--- config.mk ---
export PLATFORM = sky130hd
export DESIGN_NAME = dyn_mem_addr_mapper
export DESIGN_NICKNAME = d
export VERILOG_FILES = /design/src/rtl/dyn_mem_addr_mapper.sv
export SDC_FILE = /design/constraint.sdc
export NUM_CORES = 1
export LEC_CHECK = 0
export ABC_CLOCK_PERIOD_IN_PS = 4300
export BUFFER_PORTS_ARGS = -buffer_cell sky130_fd_sc_hd__buf_2
export CORE_MARGIN = 8
export CORE_UTILIZATION = 30
export CTS_BUF_LIST = sky130_fd_sc_hd__clkbuf_16
export DETAILED_ROUTE_END_ITERATION = 8
export PLACE_DENSITY = 0.57
export SLEW_MARGIN = 20
export SYNTH_ARGS = -nofsm -noshare
export SYNTH_HDL_FRONTEND = slang
export SYNTH_SLANG_ARGS = --single-unit
export TNS_END_PERCENT = 20
--- constraint.sdc ---
create_clock -name clk_i -period 4.3 [get_ports clk_i]
set_input_delay 1.29 -clock clk_i [delete_from_list [all_inputs] [get_ports clk_i]]
set_output_delay 1.29 -clock clk_i [all_outputs]
set_load 0.02 [all_outputs]
--- src/rtl/dyn_mem_addr_mapper.sv ---
// Runtime-reconfigurable byte-address to bank/offset mapper for the dynamic scratchpad.
// Mode changes stall new requests, drain in-flight traffic, then switch.
module dyn_mem_addr_mapper #(
  parameter int unsigned NumBanks       = 8,
  parameter int unsigned BankWords      = 1024,
  parameter int unsigned WordBytes      = 8,
  parameter int unsigned GranWords      = 4,
  parameter int unsigned AddrWidth      = 32,
  parameter int unsigned MaxOutstanding = 8,
  parameter int unsigned DefaultMap     = 0
) (
  input  logic                         clk_i,
  input  logic                         rst_ni,
  input  logic                         cfg_valid_i,
  input  logic [1:0]                   cfg_map_i,
  output logic                         cfg_ready_o,
  output logic                         cfg_err_o,
  input  logic                         req_valid_i,
  output logic                         req_ready_o,
  input  logic [AddrWidth-1:0]         req_addr_i,
  input  logic                         req_write_i,
  output logic                         bank_valid_o,
  input  logic                         bank_ready_i,
  output logic [$clog2(NumBanks)-1:0]  bank_idx_o,
  output logic [$clog2(BankWords)-1:0] bank_offset_o,
  output logic                         bank_write_o,
  input  logic                         rsp_valid_i,
  output logic [1:0]                   cur_map_o,
  output logic                         busy_o
);

  localparam int unsigned LB = $clog2(NumBanks);
  localparam int unsigned LO = $clog2(BankWords);
  localparam int unsigned LW = $clog2(WordBytes);
  localparam int unsigned LG = $clog2(GranWords);
  localparam int unsigned WA = LB + LO;
  localparam int unsigned CW = $clog2(MaxOutstanding + 1);

  typedef enum logic [1:0] {IDLE, DRAIN, SWITCH} state_e;
  typedef enum logic [1:0] {
    MAP_INTERLEAVE = 2'd0,
    MAP_NONE_INTER = 2'd1,
    MAP_PARTIAL    = 2'd2,
    MAP_ILLEGAL    = 2'd3
  } map_e;

  state_e        state, state_next;
  map_e          cur_map, pend_map;
  logic [CW-1:0] count;
  logic [CW:0]   occupancy;
  logic [WA-1:0] word;
  logic [LB-1:0] dec_idx;
  logic [LO-1:0] dec_off;
  logic          accept, bank_fire, rsp_take;
  logic          unused_addr;

  assign word        = req_addr_i[LW +: WA];
  assign unused_addr = ^req_addr_i;

  always_comb begin
    dec_idx = word[LB-1:0];
    dec_off = word[WA-1:LB];
    case (cur_map)
      MAP_NONE_INTER: begin
        dec_idx = word[WA-1:WA-LB];
        dec_off = word[WA-LB-1:0];
      end
      MAP_PARTIAL: begin
        dec_idx = word[LG+LB-1:LG];
        dec_off = {word[WA-1:LG+LB], word[LG-1:0]};
      end
      default: ;
    endcase
  end

  // The held output register counts toward the limit so that at most
  // MaxOutstanding requests are ever issued without a completion.
  assign occupancy   = {1'b0, count} + (CW+1)'(bank_valid_o);
  assign bank_fire   = bank_valid_o && bank_ready_i;
  assign rsp_take    = rsp_valid_i && (count != '0);
  assign req_ready_o = (state == IDLE) && !cfg_valid_i
                    && (occupancy < (CW+1)'(MaxOutstanding))
                    && (!bank_valid_o || bank_ready_i);
  assign accept      = req_valid_i && req_ready_o;

  always_ff @(posedge clk_i) begin
    if (!rst_ni) begin
      bank_valid_o  <= 1'b0;
      bank_idx_o    <= '0;
      bank_offset_o <= '0;
      bank_write_o  <= 1'b0;
      count         <= '0;
      state         <= IDLE;
      cur_map       <= map_e'(2'(DefaultMap));
      pend_map      <= MAP_INTERLEAVE;
    end else begin
      if (accept) begin
        bank_valid_o  <= 1'b1;
        bank_idx_o    <= dec_idx;
        bank_offset_o <= dec_off;
        bank_write_o  <= req_write_i;
      end else if (bank_fire) begin
        bank_valid_o  <= 1'b0;
      end
      case ({bank_fire, rsp_take})
        2'b10:   count <= count + 1'b1;
        2'b01:   count <= count - 1'b1;
        default: ;
      endcase
      state <= state_next;
      if (state == IDLE && cfg_valid_i) pend_map <= map_e'(cfg_map_i);
      if (state == SWITCH && pend_map != MAP_ILLEGAL) cur_map <= pend_map;
    end
  end

  always_comb begin
    state_next = state;
    case (state)
      IDLE:    if (cfg_valid_i) state_next = DRAIN;
      DRAIN:   if (count == '0 && !bank_valid_o) state_next = SWITCH;
      SWITCH:  state_next = IDLE;
      default: state_next = IDLE;
    endcase
  end

  // Gated by reset so an acknowledge never escapes while reset is asserted.
  assign cfg_ready_o = rst_ni && (state == SWITCH);
  assign cfg_err_o   = cfg_ready_o && (pend_map == MAP_ILLEGAL);
  assign busy_o      = (state != IDLE);
  assign cur_map_o   = cur_map;

endmodule
Word level (Yosys, flattened, before mapping)

Index checks and enable logic that the tools add are counted.

Register bits after elaboration: 25
Input port bits: 41
Output and inout port bits: 21
Word-level logic and storage cells: 51

$add $sub $neg: 3
$lt $le $gt $ge: 1
Equal/unequal tests: 10
Multiplexer cells: 8
Reduce and logical (&&, ||, !) cells: 21

Operators by type and width:

| kind                | count |
|---|---|
| $pmux 10 s2         | 1 |
| $logic_and 1x1->1   | 11 |
| $eq 2x2->1 const B  | 4 |
| $pmux 4 s2          | 1 |
| $eq 2x1->1 const B  | 3 |
| $ne 2x2->1 const B  | 3 |
| $pmux 3 s2          | 1 |
| $reduce_bool 2->1   | 3 |
| $add 4x1->5         | 1 |
| $lt 5x4->1 const B  | 1 |
| $add 4x1->4 const B | 1 |
| $logic_not 4->1     | 1 |
| $mux 2              | 2 |
| $pmux 2 s2          | 1 |
| $reduce_bool 4->1   | 1 |
| $sub 4x1->4 const B | 1 |
| $logic_not 1->1     | 2 |
| $logic_not 2->1     | 1 |
| $mux 1              | 2 |
| $reduce_and 2->1    | 1 |
| $logic_or 1x1->1    | 1 |

Logic depth before layout (Yosys ltp)

Word-level depth: 6
Depth in mapped cells: 10
Gate-level depth less buffers: 9

Least setup slack after synthesis

OpenSTA, ideal clock, no wires.

Kind: input port to output port
From: input port rst_ni
To: output port cfg_err_o
Arrival time: 2.160 ns
Data required time: 3.010 ns
Slack: 0.850 ns
Stages on the path: 3
Path buffers: 0
Cell sequence: clkinv_1 nor2_1 and3_1

Cells in the longest elaborated chain, start to end: 2

RTL lines:

| element            | RTL line | text |
|---|---|---|
| start: declaration | 13       | `input logic rst_ni,` |
| $logic_and 1x1->1  | 127      | `assign cfg_ready_o = rst_ni && (state == SWITCH);` |
| via cfg_ready_o    | 16       | `output logic cfg_ready_o,` |
| $logic_and 1x1->1  | 128      | `assign cfg_err_o = cfg_ready_o && (pend_map == MAP_ILLEGAL);` |
| end: declaration   | 17       | `output logic cfg_err_o,` |

The timed path passes the listed nets, and every way through them passes these cells.

Worst setup path in the final report

From: input port rst_ni
To: output port cfg_err_o

Cells in the longest elaborated chain, start to end: 2

RTL lines:

| element           | RTL line |
|---|---|
| $logic_and 1x1->1 | 127 |
| $logic_and 1x1->1 | 128 |

No other way between the ends.

==> flow_summary_export.csv <==
group,metric,value,unit
cts,insertion_delay,260,ps
synthesis,synth_nets,193,
floorplan,die_area,0.00681,mm^2
cts,ctsResizeCount,0,
setup_path,worst_setup_path_end_kind,"output port",
floorplan,dieHeight,82.5,um
synthesis,synthSimpleGateAreaFrac,0.220,
synthesis,synth_xor_area_frac,0.0198,
timing,fmax,0.291,GHz
cts,clock-sinks,25,
synthesis,synth-compound-area-share,0.254,
cts,postCtsSetupBuffers,0,
setup_path,cp-start-kind,"primary input",
timing,slew-limit-headroom,0.669,
synthesis,syn_area_per_cell,9.03,um^2
global_routing,grt_pass1_vias,1081,
timing,setup-tns-final,0,ps
timing,clock_skew,3.74,ps
drt,wl_per_cell,13.5,um
finish,fill_cells,488,
timing,final_max_slew_viol_count,0,
timing,tightest_slew,496,ps
finish,syn2layout_area_growth,22.0,%
drt,drt-vias-per-instance,4.92,
floorplan,die_x,82.5,um
power_and_ir_drop,powerDensity,406,mW/mm^2
power_and_ir_drop,leakagePower,0.000740,uW
synthesis,yosys_register_bits,25,
synthesis,syn-cell-area,0.00133,mm^2
run,maxCapViolations,0,
drt,via_count,1166,
run_status,status,"completed",
drt,ant_nets,0,
place,gp_congestion,0.725,
timing,finalHoldViolCount,0,
drt,drt_iter0_markers,44,
synthesis,ys.flop_type,"dfxtp_1",
place,io_buffers,42,
finish,drive_gt1_frac,0.357,
cts,cts.hold.buffers_added,0,
cts,clk_transition_reported_paths,60,ps
floorplan,floorplan.initialDensity,0.307,
timing,period_minus_slack,3440,ps
finish,multi_input_area,738,um^2
timing,setup_viol,0,
cts,cts_buffers,3,
drt,wl,3.20,mm
setup_path,path_class,"primary input to output port",
timing,hold_slack,457,ps
global_routing,grt_max_degree,30,
floorplan,rows,24,
finish,antenna_cells,0,
global_routing,grt_pass1_wl,5.19,mm
power_and_ir_drop,ir_worst_vdd,0.152,mV
drt,drc,0,
synthesis,syn_inst,147,
synthesis,synthDistinctLibCells,38,
setup_path,cp_max_fo,15,
setup_path,required,3010,ps
worst_hold_path,hold_class,"flop to flop",
global_routing,antenna_found_initial,0,
synthesis,muxShareOfSynthArea,0.0151,
place,dp_hpwl,2.44,mm
floorplan,pin_count,62,
setup_path,worstPathArrival,2150,ps
timing,rsz0062_at_grt,"no",
synthesis,synth_top_family_by_area,"compound AO/OA/AOI/OAI gates",
global_routing,grtUsageTotal,0.0966,
timing,post-route-period-util,0.799,
power_and_ir_drop,finalPower,657,uW
synthesis,synth-edff-count,0,
floorplan,core,0.00432,mm^2
finish,nets,232,
cts,root_buffer,"clkbuf_16",
finish,regArea,500,um^2
synthesis,synth-adder-area-share,0.0471,
cts,cts_tree,"yes",
synthesis,async_flop_share,0,
global_routing,grt-ovfl-total,0,
synthesis,yosys_warnings,0,
synthesis,yosysSeqAreaShare,0.377,
drt,dr.pass1.iters,5,
cts,clock_path_buffers,2,
cts,h-tree-depth,1,
==> path summary, 6_finish.rpt <==
path	from	endpoint	slack, ps	cells past startpoint
worst max-delay path	rst_ni	cfg_err_o	860	5
worst min-delay path	bank_idx_o[1]$_SDFFE_PN0P_	bank_idx_o[1]$_SDFFE_PN0P_	460	2
worst max register to register	count[0]$_SDFFE_PN0P_	count[2]$_SDFFE_PN0P_	1830	9
worst min register to register	bank_idx_o[1]$_SDFFE_PN0P_	bank_idx_o[1]$_SDFFE_PN0P_	460	2
==> cell type report <==
class	count	share of cell area
Multi-Input combinational cell	108	0.456
Sequential cell	25	0.309
Timing Repair Buffer	43	0.134
Clock buffer	3	0.0464
Tap cell	52	0.0402
Inverter	5	0.0116
Clock inverter	1	0.00232
==> placed cells by master (no fill, tap or decap), types with 2 or more instances in the layout <==
cell type	count
clkbuf_16	3
o21ai_0	12
buf_2	42
nand2_1	15
inv_1	5
nor2_1	8
nor3b_1	2
and3_1	2
a22oi_1	11
xor2_1	3
nand3_1	6
nor2_2	8
o211ai_1	2
dfxtp_1	25
ha_1	5
a211oi_2	8
a21oi_1	5
o211a_1	2
nand2b_1	4
mux2i_1	2
==> per-stage QoR <==
step | utilization | setup WS [ps] | instances | instance area, um^2
floorplan | - | 850 | 147 | 1330
global placement | 0.356 | 849 | 233 | 1540
detailed placement | 0.356 | 842 | 233 | 1540
CTS | 0.374 | 839 | 237 | 1620
global route | 0.374 | 739 | 237 | 1620
finish | 0.374 | 864 | 237 | 1620
==> flip-flops by register name (all words and copies together), names as in the netlist <==
name	count
pend_map	2
bank_write_o	1
count	4
cur_map_o	2
bank_valid_o	1
bank_offset_o	10
state	2
bank_idx_o	3
==> worst max-delay path, stage by stage <==
cell	delay (ps)
buf_2	250
clkinv_1	130
nor2_1	140
and3_1	170
buf_2	160
==> report_power, final <==
part	total (uW)	internal [uW]	switching, uW
registers	274	254	19.7
logic	178	71.9	106
clock network	205	124	80.9
total	657	450	207
==> logic make-up (layout without fill, tap and decap cells) <==
family                   count (synthesis)  after routing
adder cells (fa/ha/maj)                  5              5
flip-flops                              25             25
buffers and inverters                   14             52
AND/OR/NAND/NOR                         54             54
AO/OA/AOI/OAI                           44             44
XOR/XNOR                                 3              3
multiplexers                             2              2
==> cells in the mapped netlist (all sizes together), types with 3 or more instances <==
master | count | area (um^2)
clkbuf | 3 | 11.3
a21oi | 5 | 25.0
ha | 5 | 62.6
buf | 6 | 58.8
xor2 | 3 | 26.3
nor2 | 16 | 80.1
nand2b | 4 | 25.0
inv | 4 | 15.0
dfxtp | 25 | 500
a211oi | 8 | 100
nand3 | 6 | 30.0
a22oi | 11 | 82.6
o21ai | 12 | 60.1
nand2 | 15 | 56.3
==> routing by layer <==
layer / global-route usage / vias up / routed length, um
met5: 0 / - / 0
met4: 0.0466 / 0 / 61
met3: 0.0238 / 5 / 242
met2: 0.150 / 32 / 1370
met1: 0.122 / 523 / 1530
li1: - / 606 / -
(Power assumes the default switching activity.)
